File: config.mk
export PLATFORM = sky130hd
export DESIGN_NAME = uart_baudgen_frac
export DESIGN_NICKNAME = d
export VERILOG_FILES = /design/src/rtl/uart_baudgen_frac.sv
export SDC_FILE = /design/constraint.sdc
export NUM_CORES = 1
export LEC_CHECK = 0
export CAP_MARGIN = 25
export CORE_MARGIN = 5
export CORE_UTILIZATION = 64
export CTS_CLUSTER_DIAMETER = 200
export CTS_CLUSTER_SIZE = 30
export DETAILED_ROUTE_END_ITERATION = 7
export GPL_ROUTABILITY_DRIVEN = 0
export PLACE_DENSITY = 0.92
export RECOVER_POWER = 50
export SLEW_MARGIN = 10
export SYNTH_ARGS = -nofsm -noshare
export SYNTH_HDL_FRONTEND = slang
export SYNTH_SLANG_ARGS = --single-unit
File: constraint.sdc
create_clock -name clk -period 10.3 [get_ports clk]
set_input_delay 3.09 -clock clk [delete_from_list [all_inputs] [get_ports clk]]
set_output_delay 3.09 -clock clk [all_outputs]
set_load 0.01 [all_outputs]
File: src/rtl/uart_baudgen_frac.sv
// Fractional-N oversample tick generator for a UART.
// Produces an oversample tick, a bit-centre tick and a bit-end tick from a programmable divisor.
module uart_baudgen_frac #(
    parameter int               DIV_W       = 16,
    parameter int               FRAC_W      = 4,
    parameter int               OVS         = 16,
    parameter logic [DIV_W-1:0] DEFAULT_DIV = DIV_W'(27)
) (
    input  logic              clk,
    input  logic              reset,
    input  logic              clk_en,
    input  logic [DIV_W-1:0]  div_int,
    input  logic [FRAC_W-1:0] div_frac,
    input  logic              load,
    input  logic              sync_clr,
    output logic              tick_ovs,
    output logic              tick_mid,
    output logic              tick_bit
);

    localparam int               PH_W    = $clog2(OVS);
    localparam logic [PH_W-1:0] PH_MID  = PH_W'(OVS / 2 - 1);
    localparam logic [PH_W-1:0] PH_LAST = PH_W'(OVS - 1);

    logic [DIV_W-1:0]  cnt_q, cnt_d;
    logic [FRAC_W-1:0] acc_q, acc_d;
    logic [PH_W-1:0]   ph_q, ph_d;
    logic [DIV_W-1:0]  act_int_q, act_int_d;
    logic [FRAC_W-1:0] act_frac_q, act_frac_d;
    logic [DIV_W-1:0]  pend_int_q, pend_int_d;
    logic [FRAC_W-1:0] pend_frac_q, pend_frac_d;
    logic              pend_q, pend_d;
    logic              tick_ovs_q, tick_ovs_d;
    logic              tick_mid_q, tick_mid_d;
    logic              tick_bit_q, tick_bit_d;

    logic              reload;
    logic              apply;
    logic [DIV_W-1:0]  sel_int;
    logic [FRAC_W-1:0] sel_frac;
    logic [DIV_W-1:0]  eff_m1;
    logic [FRAC_W:0]   frac_sum;

    always_comb begin
        reload   = clk_en && !sync_clr && (cnt_q == '0);
        apply    = sync_clr || reload;
        // A load in the same cycle as a reload/sync wins over anything older.
        sel_int  = load ? div_int  : (pend_q ? pend_int_q  : act_int_q);
        sel_frac = load ? div_frac : (pend_q ? pend_frac_q : act_frac_q);
        eff_m1   = (sel_int == '0) ? '0 : sel_int - DIV_W'(1);
        frac_sum = {1'b0, acc_q} + {1'b0, sel_frac};

        cnt_d       = cnt_q;
        acc_d       = acc_q;
        ph_d        = ph_q;
        act_int_d   = act_int_q;
        act_frac_d  = act_frac_q;
        pend_int_d  = pend_int_q;
        pend_frac_d = pend_frac_q;
        pend_d      = pend_q;
        tick_ovs_d  = 1'b0;
        tick_mid_d  = 1'b0;
        tick_bit_d  = 1'b0;

        if (load) begin
            pend_int_d  = div_int;
            pend_frac_d = div_frac;
            pend_d      = 1'b1;
        end

        if (apply) begin
            act_int_d  = sel_int;
            act_frac_d = sel_frac;
            pend_d     = 1'b0;
        end

        if (sync_clr) begin
            cnt_d = eff_m1;
            acc_d = '0;
            ph_d  = '0;
        end else if (reload) begin
            // Carry out of the fraction accumulator stretches this period by one cycle.
            cnt_d      = eff_m1 + DIV_W'(frac_sum[FRAC_W]);
            acc_d      = frac_sum[FRAC_W-1:0];
            ph_d       = ph_q + PH_W'(1);
            tick_ovs_d = 1'b1;
            tick_mid_d = (ph_q == PH_MID);
            tick_bit_d = (ph_q == PH_LAST);
        end else if (clk_en) begin
            cnt_d = cnt_q - DIV_W'(1);
        end
    end

    always_ff @(posedge clk or negedge reset) begin
        if (!reset) begin
            cnt_q       <= '0;
            acc_q       <= '0;
            ph_q        <= '0;
            act_int_q   <= DEFAULT_DIV;
            act_frac_q  <= '0;
            pend_int_q  <= '0;
            pend_frac_q <= '0;
            pend_q      <= 1'b0;
            tick_ovs_q  <= 1'b0;
            tick_mid_q  <= 1'b0;
            tick_bit_q  <= 1'b0;
        end else begin
            cnt_q       <= cnt_d;
            acc_q       <= acc_d;
            ph_q        <= ph_d;
            act_int_q   <= act_int_d;
            act_frac_q  <= act_frac_d;
            pend_int_q  <= pend_int_d;
            pend_frac_q <= pend_frac_d;
            pend_q      <= pend_d;
            tick_ovs_q  <= tick_ovs_d;
            tick_mid_q  <= tick_mid_d;
            tick_bit_q  <= tick_bit_d;
        end
    end

    assign tick_ovs = tick_ovs_q;
    assign tick_mid = tick_mid_q;
    assign tick_bit = tick_bit_q;

endmodule

==> results of run 1 <==
[flip-flops by register name (all words and copies together) (netlist names)]
name,cells
tick_mid,1
tick_ovs,1
act_frac_q,4
pend_int_q,16
acc_q,4
pend_q,1
tick_bit,1
ph_q,4
cnt_q,16
act_int_q,16
pend_frac_q,4
[metrics by stage]
| step | instance area (um^2) | hold slack [ns] | util | std cells |
|---|---|---|---|---|
| 5_1_grt | 4860 | 0.520 | 0.724 | 605 |
| 4_1_cts | 4860 | 0.487 | 0.724 | 604 |
| 2_1_floorplan | 4350 | 0.431 | - | 499 |
| 3_3_place_gp | 4620 | 0.461 | 0.687 | 587 |
| 6_report | 4860 | 0.489 | 0.724 | 605 |
| 3_5_place_dp | 4650 | 0.470 | 0.691 | 588 |
[synthesized netlist by cell type (3+ instances only)]
cell and n:
dfrtp_1 64, nand3_1 6, clkbuf_1 14, and4_1 4, o21ai_2 3, a22oi_1 3, a221oi_1 3, xor2_1 8
nand4_1 7, mux2_2 10, or4_1 5, dfstp_2 4, o21a_1 10, nand2b_1 4, o21ai_0 62, inv_1 26
nand2_1 67, a31oi_1 10, mux2i_1 23, nor3b_1 3, a21oi_1 18, buf_2 4, nor2_1 36, ha_1 9
nor3_1 16, a21o_1 3, o31ai_1 5, or3_1 5, nor4_1 5, xnor2_1 12, o21ai_1 4
[routing by layer]
layer,GRT usage,part of all wire,routed length (um)
met1,0.311,0.40,4140
met4,0.111,0.027,280
met3,0.0552,0.058,596
met5,0,0,0
met2,0.452,0.51,5250
[cells by family (layout without fill, tap and decap cells)]
group,count (synthesis),in the layout
AO/OA/AOI/OAI,142,142
adder cells (fa/ha/maj),10,10
AND/OR/NAND/NOR,175,175
XOR/XNOR,20,20
multiplexers,33,33
buffers and inverters,51,77
flip-flops,68,68
[final timing paths]
check / startpoint / end / slack [ns] / cells past startpoint
max: load / cnt_q[15]$_DFFE_PN0P_ / 3.45 / 15
min: act_int_q[4]$_DFFE_PN1N_ / act_int_q[4]$_DFFE_PN1N_ / 0.49 / 2
max reg2reg: pend_q$_DFFE_PN0P_ / cnt_q[15]$_DFFE_PN0P_ / 6.02 / 14
min reg2reg: act_int_q[4]$_DFFE_PN1N_ / act_int_q[4]$_DFFE_PN1N_ / 0.49 / 2
max in group asynchronous: reset / acc_q[1]$_DFFE_PN0N_ / 4.19 / 2
min in group asynchronous: reset / pend_int_q[10]$_DFFE_PN0P_ / 4.04 / 2
[tightest hold or removal path, cell delays in order (launching register included)]
cell,delay (ns)
dfstp_2,0.38
nand2_1,0.04
o21ai_0,0.07
[final cells by class]
type	instances	area share
clock inverter	4	0.0149
clock buffer	12	0.0298
tap	80	0.0206
multi-input combinational	380	0.497
inverter	28	0.0216
timing repair buffer	33	0.0656
sequential	68	0.351
[where the power goes]
group	leakage [uW]	internal [uW]	switching, uW
Clock	0.000107	143	105
Combinational	0.00108	68.5	97.0
Sequential	0.000841	298	24.5
Total	0.00203	509	226
==> results.txt, run 1 <==
Max-Cap Viols: 1
Most common cell on crit path: ha_1
Layout area overhead: 11.8%
count of cell types in the netlist: 67
first-pass GRT wire length: 18000 um
Arrival @ worst endpoint: 7.10 ns
CP Class: in2reg
Synth Net Count: 534
CTS tree: done
Die Wd: 92.5 um
Vias: 3938
measured slew at the worst slew-check pin: 3.62 ns
area leader, netlist: dfrtp_1
DP Worst Slack: 3.15 ns
share of cells above drive strength 1: 0.101
Post-CTS Setup Inserts: 0
Mapped Cells: 499
row count: 30
kind of cell adding the most delay to the critical path: simple AND/OR/NAND/NOR gates
clk root buf: clkbuf_8
xor/xnor share of the synthesized area: 0.0403
sequential cell area fraction in the yosys report: 0.392
Die ar.: 8550 um^2
commonest non-fill, non-tap cell in the layout: nand2_1
mux share of post-synthesis cell area: 0.0788
Starting Density: 0.648
largest family of logic cells by synthesized area: simple AND/OR/NAND/NOR gates
synth top area cells: dfrtp_1 (37%), o21ai_0 (7.1%), nand2_1 (5.8%)
WL final: 10300 um
Post-synth top flop: dfrtp_1
Syn Std Cell Area: 4350 um^2
DR pass1 iterations: 6
Inserted Clock Buffers: 9
worst setup margin: 3.45 ns
final setup TNS: 0 ns
Worst IR Drop VDD: 0.115 mV
Hold Crit Class: reg2reg
final clock period utilization by the worst path: 0.665
post-synthesis compound-gate area fraction: 0.200
sequential cell area: 1710 um^2
clk sink count: 68
drt wl/cell: 17.0 um
Avg Cell Area, Syn: 8.72 um^2
fin crit period: 6.85 ns
final hold viol count: 0
EDFF count, synth: 0
starting DRC count in detailed routing: 312
Post-CTS Resized: 0
post-synthesis adder-cell area fraction: 0.0305
DRC viols: 0
status: finished, violations left
Pins Over Slew Limit: 69
total grt overflow: 0
crit path max fanout: 55
fin nets: 555
Critical Path End Type: flop
Ys Warns: 0
core box area: 6720 um^2
Pwr per Cell Area: 151 nW/um^2
CTS H-tree lvls: 3
total power: 736 uW
clock skew: 0.00895 ns
ys async rst share: 1.00
failing checks: capacitance limit, slew limit
worst-path cell chain: buf_2, buf_4, nand2_1, o21a_1, ha_1, and4_4, nand4_1, and2_1, ha_1, nand3b_1, nor4_4, nand4bb_2, or3b_4, or4_1, a31o_1
#FFs+latches synth: 68
Slowest-stage cell, CP: buf_4
I/O pin count: 28
Worst path max stage delay: 0.45 ns
CP Launch Type: input port
RSZ-0062 raised after global routing: no
Pleak: 0.00203 uW
CTS Hold Buffers Added: 0
final setup violating endpoints: 0
clk buf depth: 2
Req. time, crit path: 10.55 ns
Synth top area share: 0.368
multi-input combinational cell area: 2420 um^2
hpwl dp: 7060 um
I/O Buffers: 27
die height: 92.5 um
simple-gate area share of the yosys netlist: 0.205
Clock Latency Late Sink: 0.36 ns
Ant. Diodes: 0
Vias/cell: 6.51
Crit path buffers/inverters: 2
CTS clk-pin slew, worst paths: 0.08 ns
largest net degree at the start of global routing: 69
initial antenna violation count: 0
most frequent cells in the layout: nand2_1 (67), dfrtp_1 (64), o21ai_0 (62), nor2_1 (35), inv_1 (26)
Max Clock Freq: 146 MHz
Routed Antenna Nets: 0
vias in the first global route: 3922
Worst slew margin: -1.41
Fillers: 470
Global Route Usage Sum: 0.260
Power figures use the tool's default switching activity.
==> run 2: changes to the inputs <==
--- a/config.mk
+++ b/config.mk
@@ -7,12 +7,12 @@
 export LEC_CHECK = 0
 export CAP_MARGIN = 25
 export CORE_MARGIN = 5
-export CORE_UTILIZATION = 64
+export CORE_UTILIZATION = 54
 export CTS_CLUSTER_DIAMETER = 200
 export CTS_CLUSTER_SIZE = 30
 export DETAILED_ROUTE_END_ITERATION = 7
 export GPL_ROUTABILITY_DRIVEN = 0
-export PLACE_DENSITY = 0.92
+export PLACE_DENSITY = 0.84
 export RECOVER_POWER = 50
 export SLEW_MARGIN = 10
 export SYNTH_ARGS = -nofsm -noshare
==> constraint.sdc (replaced) <==
create_clock -name clk -period 6.1 [get_ports clk]
set_input_delay 1.83 -clock clk [delete_from_list [all_inputs] [get_ports clk]]
set_output_delay 1.83 -clock clk [all_outputs]
set_load 0.01 [all_outputs]
==> run 2 against run 1 <==
Flip-flop and latch count unchanged. Critical path depth increased by 1. Die area increased by 16%. Sequential power increased by 69%. Worst hold slack got worse by 0.0020 ns. Utilization decreased by 9.4 points. Cell count increased by 4.1%. Via count decreased by 4.4%. Register-to-register slack got worse by 4.4 ns. The run still ends with capacitance limit, slew limit left.
==> results.txt, run 2 (synthesis gave the netlist of run 1 again) <==
Arrival @ worst endpoint: 5.46 ns
fin nets: 558
Inserted Clock Buffers: 9
CTS tree: done
final clock period utilization by the worst path: 0.858
Sw Pwr: 376 uW
CP Launch Type: input port
Vias/cell: 5.98
Max-Cap Viols: 1
crit path max fanout: 4
most frequent cells in the layout: nand2_1 (67), dfrtp_1 (64), o21ai_0 (62), nor2_1 (35), inv_1 (26)
Starting Density: 0.557
I/O Buffers: 27
Sw Share: 0.304
Internal: 861 uW
met2 Track Usage GR: 0.370
commonest non-fill, non-tap cell in the layout: nand2_1
starting DRC count in detailed routing: 199
Global Route Usage Sum: 0.213
initial antenna violation count: 0
CTS clk-pin slew, worst paths: 0.08 ns
failing checks: capacitance limit, slew limit
Pleak: 0.00205 uW
Fillers: 655
Hold Crit Class: reg2reg
total grt overflow: 0
largest net degree at the start of global routing: 69
Pins Over Slew Limit: 69
Ant. Diodes: 0
Post-CTS Setup Inserts: 0
clock skew: 0.0101 ns
die height: 99.8 um
most used routing layer: met2
worst-path cell chain: clkdlybuf4s50_1, nand2_1, o21ai_0, ha_1, inv_1, fa_1, nor2b_1, o21ai_0, nand2b_1, ha_1, nand3b_1, nor4_4, nand4bb_2, or3b_4, or4_1, a31o_1
Worst IR Drop VDD: 0.155 mV
fin crit period: 5.23 ns
I/O pin count: 28
status: finished, violations left
vias in the first global route: 3875
final hold viol count: 0
Crit path buffers/inverters: 2
row count: 32
sequential cell area: 1710 um^2
Reg power frac: 0.440
DRC viols: 0
measured slew at the worst slew-check pin: 3.62 ns
CP Class: in2reg
Post-CTS Resized: 0
drt wl/cell: 15.7 um
first-pass GRT wire length: 17400 um
Req. time, crit path: 6.33 ns
Clock Latency Late Sink: 0.35 ns
CTS Hold Buffers Added: 0
Routed Antenna Nets: 0
Worst path max stage delay: 0.46 ns
final setup violating endpoints: 0
share of cells above drive strength 1: 0.110
kind of cell adding the most delay to the critical path: simple AND/OR/NAND/NOR gates
Vias: 3766
core box area: 7810 um^2
RSZ-0062 raised after global routing: no
M1 GR Usage: 0.260
final setup TNS: 0 ns
hpwl dp: 6950 um
Pwr per Cell Area: 251 nW/um^2
Critical Path End Type: flop
WL final: 9870 um
combinational power share: 0.221
Worst slew margin: -1.41
clk root buf: clkbuf_8
Max Clock Freq: 191 MHz
GR Util met3: 0.0459
clock power share: 0.338
CTS H-tree lvls: 3
Slowest-stage cell, CP: clkdlybuf4s50_1
Final Core Density: 0.630
multi-input combinational cell area: 2420 um^2
DR pass1 iterations: 5
clk buf depth: 2
Die ar.: 9950 um^2
non-filler cells, final: 630
dpl cells: 614
Largest regs: act_int_q (16), cnt_q (16), pend_int_q (16)
Layout area overhead: 13.0%
clk sink count: 68
Die Wd: 99.8 um
run 2: cell count changes in the layout (fill, tap and decap cells not counted), moves of 2 or more:
cell and change:
buf_4 +4, clkbuf_1 -2, clkdlybuf4s50_1 +3, clkinv_4 +2
dlygate4sd3_1 -3
run 2: metrics by stage:
stage | worst slack (ns) | hold WS (ns) | total power (uW) | area, um^2
after floorplan | 0.700 | 0.431 | 745 | 4350
after global placement | 0.674 | 0.461 | 810 | 4700
after detailed placement | 0.560 | 0.468 | 824 | 4700
after CTS | 0.913 | 0.490 | 1240 | 4920
after global routing | 0.409 | 0.525 | 1310 | 4920
final | 0.868 | 0.487 | 1240 | 4920
run 2: power by group through the flow:
| stage | logic [uW] | clock network [uW] | registers, uW |
|---|---|---|---|
| after floorplan | 205 | 0 | 539 |
| after global placement | 262 | 0 | 549 |
| after detailed placement | 271 | 0 | 553 |
| after CTS | 274 | 424 | 544 |
| after global routing | 308 | 445 | 552 |
| final | 274 | 418 | 545 |
run 2: path summary, 6_finish.rpt:
| check | from | end | depth (start not counted) | slack (ns) |
|---|---|---|---|---|
| min in group asynchronous | reset | act_int_q[11]$_DFFE_PN0N_ | 2 | 2.82 |
| hold / removal | act_frac_q[1]$_DFFE_PN0N_ | act_frac_q[1]$_DFFE_PN0N_ | 2 | 0.49 |
| setup reg to reg | pend_q$_DFFE_PN0P_ | cnt_q[15]$_DFFE_PN0P_ | 15 | 1.62 |
| hold reg to reg | act_frac_q[1]$_DFFE_PN0N_ | act_frac_q[1]$_DFFE_PN0N_ | 2 | 0.49 |
| setup / recovery | div_frac[0] | cnt_q[15]$_DFFE_PN0P_ | 16 | 0.87 |
| max in group asynchronous | reset | cnt_q[1]$_DFFE_PN0P_ | 2 | 1.26 |
run 2: layout make-up:
type	count	area share
Inverter	28	0.0214
Tap cell	102	0.0260
Sequential cell	68	0.347
Clock inverter	6	0.0178
Clock buffer	10	0.0280
Multi-Input combinational cell	380	0.491
Timing Repair Buffer	36	0.0684
run 2: worst min-delay path, delay by kind of cell (launching register included):
| family | cells | cell delay [ns] |
|---|---|---|
| AO/OA/AOI/OAI | 1 | 0.06 |
| flip-flops | 1 | 0.34 |
| AND/OR/NAND/NOR | 1 | 0.04 |
run 2: metal layers:
metal / vias to the layer above / wire (um)
li1: 1849 / -
met1: 1800 / 4320
met2: 96 / 4980
met3: 21 / 362
met4: 0 / 207
met5: - / 0
==> run 3: changes to the inputs <==
--- a/config.mk
+++ b/config.mk
@@ -6,13 +6,15 @@
 export NUM_CORES = 1
 export LEC_CHECK = 0
 export CAP_MARGIN = 25
+export CELL_PAD_IN_SITES_DETAIL_PLACEMENT = 0
+export CELL_PAD_IN_SITES_GLOBAL_PLACEMENT = 1
 export CORE_MARGIN = 5
-export CORE_UTILIZATION = 54
+export CORE_UTILIZATION = 41
 export CTS_CLUSTER_DIAMETER = 200
 export CTS_CLUSTER_SIZE = 30
 export DETAILED_ROUTE_END_ITERATION = 7
 export GPL_ROUTABILITY_DRIVEN = 0
-export PLACE_DENSITY = 0.84
+export PLACE_DENSITY = 0.83
 export RECOVER_POWER = 50
 export SLEW_MARGIN = 10
 export SYNTH_ARGS = -nofsm -noshare
==> run 3 against run 2 <==
The run still ends with capacitance limit, slew limit left. Clock skew decreased by 0.0023 ns. Critical path depth decreased by 1. Fmax increased by 1.6%. Global-route usage decreased by 4.8 points. Sequential power about the same. Cell area increased by 1.1%. Combinational power about the same. Non-clock buffer count increased by 2. Sequential share of layout area decreased by 0.38 points. Register-to-register slack improved by 0.07 ns. First-iteration DRC count increased by 9.0%. Clock-buffer cell count decreased by 1. Largest power group unchanged.
==> results.txt, run 3 (synthesis gave the netlist of run 1 again) <==
Ant. Diodes: 0
commonest non-fill, non-tap cell in the layout: nand2_1
DRC viols: 0
initial antenna violation count: 0
share of cells above drive strength 1: 0.113
most frequent cells in the layout: nand2_1 (67), dfrtp_1 (64), o21ai_0 (62), nor2_1 (35), inv_1 (26)
status: finished, violations left
final hold viol count: 0
CTS H-tree lvls: 3
clock skew: 0.00780 ns
die height: 113 um
failing checks: capacitance limit, slew limit
Pwr per Cell Area: 249 nW/um^2
CP Class: in2reg
clk buf depth: 2
row count: 37
final setup TNS: 0 ns
clk sink count: 68
Inserted Clock Buffers: 9
Pins Over Slew Limit: 69
Worst slew margin: -1.42
Starting Density: 0.422
largest net degree at the start of global routing: 69
Max Clock Freq: 194 MHz
Layout area overhead: 14.3%
measured slew at the worst slew-check pin: 3.63 ns
Vias: 3734
crit path max fanout: 30
Req. time, crit path: 6.35 ns
clk root buf: clkbuf_8
starting DRC count in detailed routing: 217
CP Launch Type: input port
final setup violating endpoints: 0
vias in the first global route: 3686
Max-Cap Viols: 1
final hold slack: 0.485 ns
fin nets: 560
I/O Buffers: 27
total grt overflow: 0
Die Wd: 113 um
CTS tree: done
I/O pin count: 28
Routed Antenna Nets: 0
core box area: 10300 um^2
RSZ-0062 raised after global routing: no
first-pass GRT wire length: 17500 um
Largest regs: act_int_q (16), cnt_q (16), pend_int_q (16)
Post-CTS Setup Inserts: 0
hpwl dp: 7130 um
Hold Crit Class: reg2reg
reg2reg setup slack: 1.69 ns
drt wl/cell: 15.1 um
Vias/cell: 5.61
Worst IR Drop VDD: 0.171 mV
CTS Hold Buffers Added: 0
Clock Latency Late Sink: 0.35 ns
Pleak: 0.00205 uW
Post-CTS Resized: 0
Global Route Usage Sum: 0.165
Critical Path End Type: flop
WL final: 10100 um
final clock period utilization by the worst path: 0.844
DR pass1 iterations: 4
Arrival @ worst endpoint: 5.40 ns
fin crit period: 5.15 ns
Die ar.: 12800 um^2
CTS clk-pin slew, worst paths: 0.08 ns
## run 3: cell type report
cell class              count  area, um^2
inverters                  28         105
fillers                   992        5350
clock buffers               9         124
well taps                 136         170
flip-flops and latches     68        1710
clock inverters             7        98.8
repair buffers             38         352
multi-input cells         380        2420
## run 3: worst paths after layout
check	from	to	cells after the start
max	load	cnt_q[14]$_DFFE_PN0P_	15
min	act_int_q[4]$_DFFE_PN1N_	act_int_q[4]$_DFFE_PN1N_	2
max reg2reg	pend_q$_DFFE_PN0P_	cnt_q[14]$_DFFE_PN0P_	16
min reg2reg	act_int_q[4]$_DFFE_PN1N_	act_int_q[4]$_DFFE_PN1N_	2
max in group asynchronous	reset	tick_mid$_DFF_PN0_	2
min in group asynchronous	reset	act_int_q[15]$_DFFE_PN0N_	2
## run 3: where the power goes
part	internal [uW]	switching, uW
Sequential	503	41.9
Combinational	118	157
Clock	232	186
Total	853	384
## run 3: metal layers
metal	up-vias	track usage	wire [um]	share of wire
met2	60	0.285	4970	0.49
met3	9	0.0396	379	0.038
li1	1855	-	-	-
met5	-	0	0	0
met1	1810	0.211	4630	0.46
met4	0	0.0345	85	0.0084
## run 3: through the flow
step	util	total power [uW]	std cells	setup WS [ns]	instance area (um^2)
detailed placement	0.460	828	650	0.584	4750
global route	0.482	1310	666	0.466	4970
finish	0.482	1240	666	0.950	4970
global placement	0.460	819	650	0.680	4750
CTS	0.482	1250	666	0.950	4980
floorplan	-	745	499	0.700	4350
## run 3: worst max-delay path: stages
cell and delay [ns]:
buf_2 0.38, buf_12 0.24, nand2_1 0.10, o21ai_1 0.26, nor4_2 0.10, buf_4 0.18, and4_1 0.31, nor2_1 0.18
ha_1 0.21, nand2_1 0.07, or4_1 0.48, nor4_2 0.48, nand3_1 0.16, xnor2_1 0.15, a221oi_1 0.26
